File: src/rtl/fetch_unit.sv
// rtl/fetch_unit.sv - instruction fetch unit with in-order response buffer and redirect handling
module fetch_unit #(
    parameter logic [31:0] RESET_PC = 32'h0000_0000,
    parameter int          DEPTH    = 2
) (
    input  logic        clk,
    input  logic        reset,
    output logic        imem_req_valid,
    input  logic        imem_req_ready,
    output logic [31:0] imem_addr,
    input  logic        imem_rsp_valid,
    input  logic [31:0] imem_rsp_data,
    input  logic        redirect_valid,
    input  logic [31:0] redirect_pc,
    output logic        instr_valid,
    input  logic        instr_ready,
    output logic [31:0] instruction,
    output logic [31:0] instr_pc
);
    localparam int            CW    = $clog2(DEPTH + 1);
    localparam int            PW    = $clog2(DEPTH);
    localparam logic [CW:0]   LIMIT = (CW + 1)'(DEPTH);
    localparam logic [PW-1:0] LAST  = PW'(DEPTH - 1);

    typedef enum logic [1:0] {S_IDLE, S_FETCH, S_DRAIN} state_t;

    state_t        r_state;
    state_t        w_state_next;
    logic [31:0]   r_fetch_pc;
    logic [31:0]   r_rsp_pc;
    logic [CW-1:0] r_out;
    logic [CW-1:0] r_disc;
    logic [CW-1:0] r_cnt;
    logic [PW-1:0] r_head;
    logic [PW-1:0] r_tail;
    logic [31:0]   r_buf_pc    [DEPTH];
    logic [31:0]   r_buf_instr [DEPTH];

    logic          w_redirect;
    logic          w_rsp;
    logic          w_hs;
    logic          w_push;
    logic          w_pop;
    logic [CW-1:0] w_out_next;
    logic [CW-1:0] w_disc_next;
    logic [31:0]   w_redirect_pc;
    logic [1:0]    w_unused_pc_lsbs;

    function automatic logic [PW-1:0] ptr_inc(input logic [PW-1:0] p);
        return (p == LAST) ? '0 : p + PW'(1);
    endfunction

    assign w_redirect_pc    = {redirect_pc[31:2], 2'b00};
    assign w_unused_pc_lsbs = redirect_pc[1:0];

    // Responses with nothing outstanding are protocol errors and are dropped here.
    assign w_redirect = redirect_valid && (r_state != S_IDLE);
    assign w_rsp      = imem_rsp_valid && (r_out != '0);
    assign w_hs       = imem_req_valid && imem_req_ready;
    assign w_push     = w_rsp && (r_disc == '0) && !w_redirect;
    assign w_pop      = instr_valid && instr_ready && !w_redirect;

    assign imem_req_valid = (r_state == S_FETCH) && !redirect_valid &&
                            (({1'b0, r_out} + {1'b0, r_cnt}) < LIMIT);
    assign imem_addr      = r_fetch_pc;

    assign instr_valid = (r_cnt != '0);
    assign instruction = instr_valid ? r_buf_instr[r_head] : 32'h0;
    assign instr_pc    = instr_valid ? r_buf_pc[r_head]    : 32'h0;

    assign w_out_next = r_out + CW'(w_hs) - CW'(w_rsp);

    // On redirect every request still in flight becomes stale.
    always_comb begin
        w_disc_next = r_disc;
        if (w_redirect) begin
            w_disc_next = r_out - CW'(w_rsp);
        end else if (w_rsp && (r_disc != '0)) begin
            w_disc_next = r_disc - CW'(1);
        end
    end

    always_comb begin
        w_state_next = r_state;
        case (r_state)
            S_IDLE: w_state_next = S_FETCH;
            S_FETCH, S_DRAIN: begin
                if (w_redirect || (r_state == S_DRAIN)) begin
                    w_state_next = (w_disc_next != '0) ? S_DRAIN : S_FETCH;
                end
            end
            default: w_state_next = S_IDLE;
        endcase
    end

    always_ff @(posedge clk or posedge reset) begin
        if (reset) begin
            r_state    <= S_IDLE;
            r_fetch_pc <= RESET_PC;
            r_rsp_pc   <= RESET_PC;
            r_out      <= '0;
            r_disc     <= '0;
            r_cnt      <= '0;
            r_head     <= '0;
            r_tail     <= '0;
        end else begin
            r_state <= w_state_next;
            r_out   <= w_out_next;
            r_disc  <= w_disc_next;
            if (w_redirect) begin
                r_fetch_pc <= w_redirect_pc;
                r_rsp_pc   <= w_redirect_pc;
                r_cnt      <= '0;
                r_head     <= '0;
                r_tail     <= '0;
            end else begin
                if (w_hs) begin
                    r_fetch_pc <= r_fetch_pc + 32'd4;
                end
                if (w_push) begin
                    r_rsp_pc <= r_rsp_pc + 32'd4;
                    r_tail   <= ptr_inc(r_tail);
                end
                if (w_pop) begin
                    r_head <= ptr_inc(r_head);
                end
                r_cnt <= r_cnt + CW'(w_push) - CW'(w_pop);
            end
        end
    end

    always_ff @(posedge clk) begin
        if (w_push) begin
            r_buf_pc[r_tail]    <= r_rsp_pc;
            r_buf_instr[r_tail] <= imem_rsp_data;
        end
    end
endmodule

File: config.mk
export PLATFORM = sky130hd
export DESIGN_NAME = fetch_unit
export DESIGN_NICKNAME = d
export VERILOG_FILES = /design/src/rtl/fetch_unit.sv
export SDC_FILE = /design/constraint.sdc
export NUM_CORES = 1
export LEC_CHECK = 0
export ABC_AREA = 1
export CAP_MARGIN = 10
export CORE_MARGIN = 2
export CORE_UTILIZATION = 50
export CTS_CLUSTER_DIAMETER = 100
export DETAILED_ROUTE_END_ITERATION = 16
export PLACE_DENSITY = 0.79
export REMOVE_ABC_BUFFERS = 1
export SKIP_LAST_GASP = 1
export SLEW_MARGIN = 25
export SYNTH_ARGS = -nofsm -noshare
export SYNTH_HDL_FRONTEND = slang
export SYNTH_SLANG_ARGS = --single-unit
File: constraint.sdc
create_clock -name clk -period 7.8 [get_ports clk]
set_input_delay 1.17 -clock clk [delete_from_list [all_inputs] [get_ports clk]]
set_output_delay 1.17 -clock clk [all_outputs]
set_load 0.01 [all_outputs]
# Yosys cells after proc, flatten, opt, wreduce, memory -nomap -nowiden
# Memory sizes are Yosys's and may differ from the RTL's.
# Cells that the tools add are included.
[classes]
n_addsub = 11
n_lt_le_gt_ge = 1
eq_ne = 3
mux = 20
n_reduce_logical = 24
[ops]
columns = ["op", "n"]
rows = [
  ["two-way mux 32 bit", 6],
  ["adder 32 x 3 -> 32 bit (second input constant)", 2],
  ["nonzero test 2 bit", 8],
  ["logical AND 1 bit", 10],
  ["two-way mux 2 bit", 5],
  ["two-way mux 1 bit", 8],
  ["subtractor 2 x 1 -> 2 bit", 3],
  ["adder 2 x 1 -> 2 bit", 2],
  ["logical NOT 2 bit", 2],
  ["one-hot mux 2 bit (2 select lines)", 1],
  ["adder 2 x 2 -> 3 bit", 1],
  ["< comparator 3 x 2 -> 1 bit (second input constant)", 1],
  ["adder 1 bit (second input constant)", 2],
  ["equality test 2 x 1 -> 1 bit (second input constant)", 1],
  ["equality test 2 bit (second input constant)", 1],
  ["logical NOT 1 bit", 2],
  ["!= test 2 bit (second input constant)", 1],
  ["OR reduction 2 bit", 1],
  ["subtractor 2 x 1 -> 2 bit (second input constant)", 1],
  ["logical OR 1 bit", 1],
]
[totals]
reg_bits = 74
ramBits = 128
out_inout_bits = 98
elab_cells = 69
n_memories = 2
[memory_table]
columns = ["memory", "words", "word_bits", "rd", "rd_ports_with_merged_regs", "wr", "line", "rtl"]
rows = [
  ["r_buf_instr", 2, 32, 1, 0, 1, "37", "logic [31:0] r_buf_instr [DEPTH];"],
  ["r_buf_pc", 2, 32, 1, 0, 1, "36", "logic [31:0] r_buf_pc [DEPTH];"],
]

# Depth between registers and ports, before layout
# Gate-level depths: netlist of run 1.
[depth]
word_depth = 9
depth_mapped = 12
depth_no_buf = 12

# Worst setup path before layout of run 1
# OpenSTA, ideal clock, no wires.
[synth_path]
path_type = "input to register"
from = "in imem_rsp_valid"
to = "mem r_buf_instr[0][0], enable pin"
setup_time_ns = 0.483
arrival_time_ns = 4.255
t_required_ns = 7.317
setup_slack_ns = 3.062
stages = 4
path_cell_list = "nand3_1 > inv_1 > nand2_1 > nor2_1"
[synth_between]
elab_chain_cells = 5
[synth_lines]
columns = ["element", "line", "rtl"]
rows = [
  ["from (decl)", "11", "input logic imem_rsp_valid,"],
  ["logical AND 1 bit", "58", "assign w_rsp = imem_rsp_valid && (r_out != '0);"],
  ["logical AND 1 bit (2 in series)", "60", "assign w_push = w_rsp && (r_disc == '0) && !w_redirect;"],
  ["two-way mux 1 bit", "133", "if (w_push) begin"],
  ["two-way mux 1 bit (implied by the code)", "135", "r_buf_instr[r_tail] <= imem_rsp_data;"],
  ["to (decl)", "37", ""],
]
# No other way between the ends.

# Final worst setup path of run 1
[layout_path]
from = "in redirect_valid"
to = "reg r_rsp_pc[29]"
[layout_between]
elab_chain_cells = 4
elab_cells_between_ends = 5
cone_classes = "1 x mux; 4 x reduce/logical"
[layout_lines]
columns = ["element", "line", "rtl"]
rows = [
  ["from (decl)", "13", "input logic redirect_valid,"],
  ["logical AND 1 bit (*)", "57", "assign w_redirect = redirect_valid && (r_state != S_IDLE);"],
  ["logical NOT 1 bit", "60", ""],
  ["logical AND 1 bit", "60", ""],
  ["nonzero test 2 bit (no source line)", "--", ""],
  ["to (signal assigned)", "112", "r_rsp_pc <= w_redirect_pc;"],
  ["to (signal assigned)", "121", "r_rsp_pc <= r_rsp_pc + 32'd4;"],
  ["to (decl)", "30", "logic [31:0] r_rsp_pc;"],
]
# Every way passes the cells marked *; elsewhere a longest branch is shown, timed or not.
# A chain may end at the register's enable or synchronous reset.

==> metrics.txt, run 1 <==
Starting DRT DRC Count 674; clock root buffer master clkbuf_16; WL met2 11.5 mm; area of the multi-input gates 3800 um^2; fillers 1,565; hold path start r_rsp_pc[31]$_DFFE_PP0P_; pre-CTS WS 3.44 ns; setup TNS 0 ns; HPWL after DPL 16.4 mm; CTS resizes 0; routed wire length per instance 15.6 um; dominant cell type by area after synthesis edfxtp_1; Final Hold Vio Count 0; count of input and output buffers 161; worst hold-check path type reg2reg; Hold Slack 0.528 ns; total core area 18,900 um^2; Max Fclk 255 MHz; number of max-cap violations 0; Initial Util 0.514; Worst EP arrival 4.23 ns; clk_lat worst skew 0.44 ns; Ports 168; R2R Path End r_rsp_pc[29]$_DFFE_PP0P_; Hold Crit Endpoint r_buf_pc[0][31]$_DFFE_PP_; post-synthesis cell area 9710 um^2; Post-Synthesis Cells 1,142; relative slew slack 0.306; commonest non-fill, non-tap cell in the layout nand2_1; clock buffer depth 2; Avg Vias per Cell 5.29; CTS tree built; total die area 20,600 um^2; Yosys top cell area share 0.383; Final Max Slew Viols 0; residual DRC count 0; Setup crit start kind input port; number of core rows 50; worst slew pin tran 1.04 ns; Placer Congestion 0.954; Post-layout nets 1,369; final worst slack 3.89 ns; VDD IR max 0.000163 V; FF-to-FF Start r_state[0]$_DFFE_PP0P_; commonest cells after routing, fill and taps aside nand2_1, nor2_1, clkdlybuf4s50_1, edfxtp_1, a21oi_1; synth unique cells 32; TritonCTS buffer count 17; Hold Path Stages 0; RSZ-0062 raised after global routing no; Max FO, Critical Path 46; worst endpoint required time 8.11 ns; R2R depth 9; Post-Layout Cell Count 1,561; critical path class in2reg; status finished, final reports clean; cts hold-fix bufs 0; worst clock skew 0.00799 ns; clk slew on worst S/H paths 0.07 ns; PwrDens 362 nW/um^2; Pleak 4.86 nW; GRT overflow 0; Total Wirelength 24.3 mm; Die Span Y 143 um; Mean Syn Cell Area 8.50 um^2; H-tree depth 4; largest net degree at the start of global routing 71; layout cells sized above 1 0.0553; FF+latch count, synth 194; Area growth syn-to-layout 25.0%; Post-Route M1 WL 10.4 mm; Worst R2R Setup Slack 4.39 ns; # diodes 0; first-pass GRT wire length 38.8 mm; Clock Sinks 194; Overall Power 4.40 mW; CP Capture Type flop; Die W 143 um; met3 WL 2.03 mm; crit share post-route 0.502; gr usage total 0.242; dpl cells 1,529; # setup viols final 0; initial antenna violation count 1; Top Layer Used met4; Final min period 3.91 ns; YS warnings 0; Setup Fix Bufs, Post-CTS 0; Final ANT Viol Nets 0; Vias 8,260; vias in the first global route 7,843; drt pass-1 iters 6; sequential share of the synthesized area 0.564; synth top area cells edfxtp_1, dfrtp_1, nand2_1; register area 5480 um^2
## state kept, by name (all words and copies together) (netlist names)
register / cells
r_disc: 2
r_buf_pc: 60
r_out: 2
r_buf_instr: 64
imem_addr: 30
r_state: 2
r_rsp_pc: 30
r_cnt: 2
r_tail: 1
r_head: 1
## critical path, cell delays in order
cell             delay, ns
clkdlybuf4s50_1       0.47
inv_2                 0.06
nor2_4                0.06
buf_4                 0.40
inv_2                 0.39
nand2_1               0.88
inv_1                 0.46
nor2_1                0.22
a21oi_1               0.10
## worst max-delay path by stage
stage | slack [ns] | end | from
floorplan | 2.54 | r_buf_instr[0][0]$_DFFE_PP_ | redirect_valid
global route | 3.65 | r_rsp_pc[29]$_DFFE_PP0P_ | redirect_valid
global placement | 3.47 | r_rsp_pc[26]$_DFFE_PP0P_ | redirect_valid
detailed placement | 3.44 | r_buf_pc[0][29]$_DFFE_PP_ | imem_rsp_valid
finish | 3.89 | r_rsp_pc[29]$_DFFE_PP0P_ | redirect_valid
CTS | 3.90 | r_rsp_pc[31]$_DFFE_PP0P_ | redirect_valid
## kinds of logic (layout without fill, tap and decap cells)
group                      after synthesis  in the layout  share of synthesized area
other                                    1              4                   0.000386
adders and majority gates               11             11                     0.0149
AOI/OAI and AO/OA                      158            158                     0.0855
DFF                                    194            194                      0.564
xor gates and xnor gates                14             14                     0.0126
and+or+nand+nor                        650            650                      0.274
buffers and inverters                  114            270                     0.0484
## power breakdown
| group | switching [mW] | internal, mW | total (mW) |
|---|---|---|---|
| combinational | 1.07 | 0.782 | 1.85 |
| sequential | 0.294 | 1.38 | 1.67 |
| clock | 0.418 | 0.461 | 0.879 |
## cell usage after synthesis (all sizes together)
library cell  count
nor2            188
nor3              1
nand3b           21
a31oi            10
and3              1
a22oi             2
o21bai            4
clkbuf           25
o21a              1
dfrtp            70
nand2           398
o211ai            3
nand3            37
buf              20
a21oi           117
xnor2             3
or2               2
nand4             2
conb              1
edfxtp          124
o21ai            20
o31ai             1
inv              69
xor2             11
ha               10
fa                1
## area by class of cell
class,count,share of cell area
flip-flops and latches,194,0.451
multi-input cells,837,0.313
repair buffers,169,0.138
clock buffers,17,0.0351
well taps,260,0.0268
inverters,69,0.0215
clock inverters,15,0.0142
## layer usage
metal,up-vias,track usage
met4,0,0.0738
met3,32,0.0526
li1,4028,-
met2,325,0.396
met5,-,0
met1,3875,0.325
## per-stage QoR
step	instance area (um^2)	util
after floorplan	9510	-
after global placement	11500	0.610
after detailed placement	11500	0.611
after CTS	12100	0.642
after global routing	12100	0.642
final	12100	0.642
Power figures use the tool's default switching activity.
==> run 2: changes to the inputs <==
Settings changed: CORE_UTILIZATION 50 to 48.
Clock period 7.8 ns to 3.3 ns, I/O delays scaled along.
==> metrics.txt, run 2 (synthesis results as in run 1) <==
TritonCTS buffer count 17; commonest non-fill, non-tap cell in the layout nand2_1; Ports 168; Worst R2R Setup Slack 0.86 ns; Clk network pwr share 0.194; final std cell area, no fill 12,300 um^2; Final Max Slew Viols 0; worst endpoint required time 2.80 ns; total core area 20,000 um^2; Starting DRT DRC Count 670; Clock Sinks 194; # setup viols final 0; Max FO, Critical Path 35; CTS tree built; count of input and output buffers 161; Post-layout nets 1,378; relative slew slack 0.527; Worst EP arrival 2.38 ns; drt pass-1 iters 5; CTS resizes 0; R2R depth 10; setup TNS 0 ns; largest net degree at the start of global routing 63; gr usage total 0.234; worst slew pin tran 0.709 ns; final worst slack 0.429 ns; HPWL after DPL 17.7 mm; Max Fclk 348 MHz; Vias 8,338; clk_lat worst skew 0.44 ns; Largest regs r_buf_instr x64, r_buf_pc x60; Setup crit start kind flop; CP Capture Type output pin; Die W 146 um; Area growth syn-to-layout 26.3%; GRT overflow 0; pre-CTS WS 0.760 ns; worst clock skew 0.0119 ns; residual DRC count 0; H-tree depth 4; layout cells sized above 1 0.0611; clock root buffer master clkbuf_16; Sw Ratio 0.405; Comb pwr share 0.430; Die Span Y 146 um; most flop-heavy register r_buf_instr; cts hold-fix bufs 0; Psw 4.24 mW; vias in the first global route 7,806; initial antenna violation count 0; Total Wirelength 25.1 mm; crit share post-route 0.870; Setup Fix Bufs, Post-CTS 0; Placer Congestion 0.963; commonest cells after routing, fill and taps aside nand2_1, nor2_1, clkdlybuf4s50_1, edfxtp_1, a21oi_1; first-pass GRT wire length 39.9 mm; Pleak 4.90 nW; clk slew on worst S/H paths 0.07 ns; fillers 1,720; RSZ-0062 raised after global routing no; share of power burned in registers 0.377; placed cell areas 11,700 um^2; routed wire length per instance 15.9 um; Final Core Density 0.612; total die area 21,400 um^2; Largest register FFs 64; VDD IR max 0.000448 V; Final min period 2.87 ns; critical path class reg2out; Final ANT Viol Nets 0; number of core rows 52; status finished, final reports clean; PwrDens 853 nW/um^2; clock buffer depth 2; number of max-cap violations 0; Avg Vias per Cell 5.28; Pint 6.23 mW; Initial Util 0.485; # diodes 0; worst hold-check path type in2async; Final Hold Vio Count 0
-- run 2: cell types whose count changed in the layout (fill, tap and decap cells not counted), moves of 2 or more --
cell,before,now
clkinv_4,2,4
buf_12,0,6
buf_4,7,11
inv_8,5,1
clkinvlp_4,0,3
inv_6,6,2
-- run 2: layout make-up --
| type | instances | area [um^2] | area share |
|---|---|---|---|
| clock buffers | 17 | 425 | 0.0347 |
| well taps | 270 | 338 | 0.0275 |
| flip-flops and latches | 194 | 5480 | 0.446 |
| clock inverters | 15 | 158 | 0.0128 |
| inverters | 69 | 259 | 0.0211 |
| multi-input cells | 837 | 3800 | 0.310 |
| repair buffers | 178 | 1810 | 0.148 |
-- run 2: final timing paths --
kind	from	endpoint
worst max register to register	r_cnt[0]$_DFF_PP0_	imem_addr[14]$_DFFE_PP0P_
worst min-delay path	reset	imem_addr[19]$_DFFE_PP0P_
max in group asynchronous	reset	r_rsp_pc[28]$_DFFE_PP0P_
min in group clk	r_rsp_pc[5]$_DFFE_PP0P_	r_buf_pc[1][5]$_DFFE_PP_
worst max-delay path	r_head$_DFFE_PP0P_	instr_pc[6]
worst min register to register	r_rsp_pc[5]$_DFFE_PP0P_	r_buf_pc[1][5]$_DFFE_PP_
-- run 2: power groups by stage --
stage | combinational, mW | clock, mW | sequential, mW
floorplan | 2.43 | 0 | 3.89
global placement | 4.36 | 0 | 3.94
detailed placement | 4.49 | 0 | 3.96
CTS | 4.51 | 2.05 | 3.93
global route | 4.98 | 2.14 | 4.03
finish | 4.50 | 2.03 | 3.94
-- run 2: critical path, stage by stage, from the launching register on --
cell and delay, ns:
dfrtp_2 0.41, inv_2 0.41, buf_12 0.27, nand2_1 0.07, a21oi_1 0.20, clkdlybuf4s50_1 0.57
-- run 2: stage by stage --
step | std cells | hold WS, ns | power (mW)
floorplan | 1100 | 0.464 | 6.32
global placement | 1548 | 0.508 | 8.30
detailed placement | 1548 | 0.511 | 8.44
CTS | 1580 | 0.439 | 10.5
global route | 1580 | 0.456 | 11.2
finish | 1580 | 0.422 | 10.5
-- run 2: layer usage --
layer	wire, um	track usage	part of all wire
met1	11000	0.325	0.44
met2	11800	0.376	0.47
met3	1750	0.0422	0.070
met4	594	0.0791	0.024
met5	0	0	0
==> run 3: changes to the inputs <==
Settings changed: CORE_MARGIN 2 to unset.
==> metrics.txt, run 3 (synthesis results as in run 1) <==
gr usage total 0.245; Crit path max-delay family buffers and inverters; Final Hold Vio Count 0; Setup crit start kind flop; Die Span Y 144 um; CP cell instances nand2_1 -> inv_1 -> fa_1 -> nor2_1 -> and3_1 -> clkdlybuf4s50_1; RSZ-0062 raised after global routing no; Starting DRT DRC Count 611; initial antenna violation count 0; clk slew on worst S/H paths 0.08 ns; HPWL after DPL 17.0 mm; number of core rows 51; worst clock skew 0.00940 ns; total die area 20,800 um^2; Max FO, Critical Path 3; Placer Congestion 0.936; H-tree depth 4; critical path class reg2out; Largest register FFs 64; final std cell area, no fill 12,300 um^2; drt pass-1 iters 5; status finished, final reports clean; CP Capture Type output pin; # diodes 0; clock root buffer master clkbuf_16; TritonCTS buffer count 17; Worst EP arrival 2.30 ns; Total Wirelength 24.6 mm; total core area 19,700 um^2; pre-CTS WS 0.749 ns; Die W 144 um; Vias 8,287; largest net degree at the start of global routing 63; final worst slack 0.508 ns; Final min period 2.79 ns; CTS resizes 0; clock buffer depth 2; crit share post-route 0.846; Avg Vias per Cell 5.26; placed cell areas 11,700 um^2; vias in the first global route 8,015; GRT overflow 0; routed wire length per instance 15.7 um; CP Buf/Inv Count 2; Post-layout nets 1,377; Largest regs r_buf_instr x64, r_buf_pc x60; worst hold-check path type in2async; clk_lat worst skew 0.44 ns; commonest non-fill, non-tap cell in the layout nand2_1; residual DRC count 0; PwrDens 865 nW/um^2; slowest CP cell clkdlybuf4s50_1; Setup Fix Bufs, Post-CTS 0; layout cells sized above 1 0.0611; VDD IR max 0.000448 V; cts hold-fix bufs 0; Initial Util 0.494; Clock Sinks 194; worst slew pin tran 0.744 ns; # setup viols final 0; Area growth syn-to-layout 26.8%; first-pass GRT wire length 39.1 mm; Final ANT Viol Nets 0; most flop-heavy register r_buf_instr; count of input and output buffers 161; Largest stage delay, worst path 0.53 ns; relative slew slack 0.503; number of max-cap violations 0; CTS tree built; Ports 168; commonest cells after routing, fill and taps aside nand2_1, nor2_1, clkdlybuf4s50_1, edfxtp_1, a21oi_1; worst endpoint required time 2.80 ns; Final Max Slew Viols 0; Pleak 4.94 nW; Max Fclk 358 MHz
-- run 3: cell types whose count changed in the layout (fill, tap and decap cells not counted) --
cell	change
inv_8	+5
clkinv_4	-3
bufinv_16	+2
clkinvlp_4	-2
buf_4	-1
clkinv_1	-1
clkinv_8	-1
-- run 3: stage by stage --
step | utilization | setup TNS [ns] | instances | total power, mW | hold WS [ns]
after floorplan | - | -176.86 | 1100 | 6.32 | 0.464
after global placement | 0.594 | 0 | 1542 | 8.31 | 0.507
after detailed placement | 0.594 | 0 | 1542 | 8.45 | 0.511
after CTS | 0.626 | 0 | 1574 | 10.7 | 0.514
after global routing | 0.626 | 0 | 1574 | 11.4 | 0.549
final | 0.626 | 0 | 1574 | 10.7 | 0.499
-- run 3: report_power, final --
| group | internal, mW | switching [mW] | total (mW) |
|---|---|---|---|
| sequential | 3.25 | 0.704 | 3.96 |
| clock | 1.23 | 0.979 | 2.21 |
| combinational | 1.94 | 2.54 | 4.48 |
| total | 6.43 | 4.22 | 10.7 |
-- run 3: path summary, 6_finish.rpt --
path	from	to	slack, ns	cells past startpoint
worst max-delay path	r_cnt[0]$_DFF_PP0_	imem_req_valid	0.51	6
worst min-delay path	reset	imem_addr[9]$_DFFE_PP0P_	0.50	2
worst max register to register	r_cnt[0]$_DFF_PP0_	r_out[1]$_DFF_PP0_	1.04	10
worst min register to register	r_rsp_pc[31]$_DFFE_PP0P_	r_buf_pc[1][31]$_DFFE_PP_	0.53	0
max in group asynchronous	reset	r_rsp_pc[24]$_DFFE_PP0P_	2.11	3
min in group clk	r_rsp_pc[31]$_DFFE_PP0P_	r_buf_pc[1][31]$_DFFE_PP_	0.53	0
-- run 3: per-layer routing --
metal,track usage,vias up,share of wire,wire (um)
met3,0.0530,37,0.088,2170
met5,0,-,0,0
li1,-,4045,-,-
met4,0.0759,0,0.016,401
met2,0.417,332,0.48,11800
met1,0.313,3873,0.42,10300
-- run 3: layout make-up --
| class | instances | area, um^2 |
|---|---|---|
| Sequential cell | 194 | 5480 |
| Tap cell | 265 | 332 |
| Clock inverter | 15 | 213 |
| Timing Repair Buffer | 177 | 1810 |
| Multi-Input combinational cell | 837 | 3800 |
| Fill cell | 1624 | 7340 |
| Clock buffer | 17 | 425 |
| Inverter | 69 | 259 |
-- run 3: worst reg2reg max path: stages (launching register included) --
cell     delay [ns]
dfrtp_1        0.43
nand2_1        0.09
inv_1          0.05
fa_1           0.43
nor2_1         0.17
nand4_1        0.18
ha_1           0.32
inv_1          0.04
ha_1           0.18
xnor2_1        0.16
xor2_1         0.15
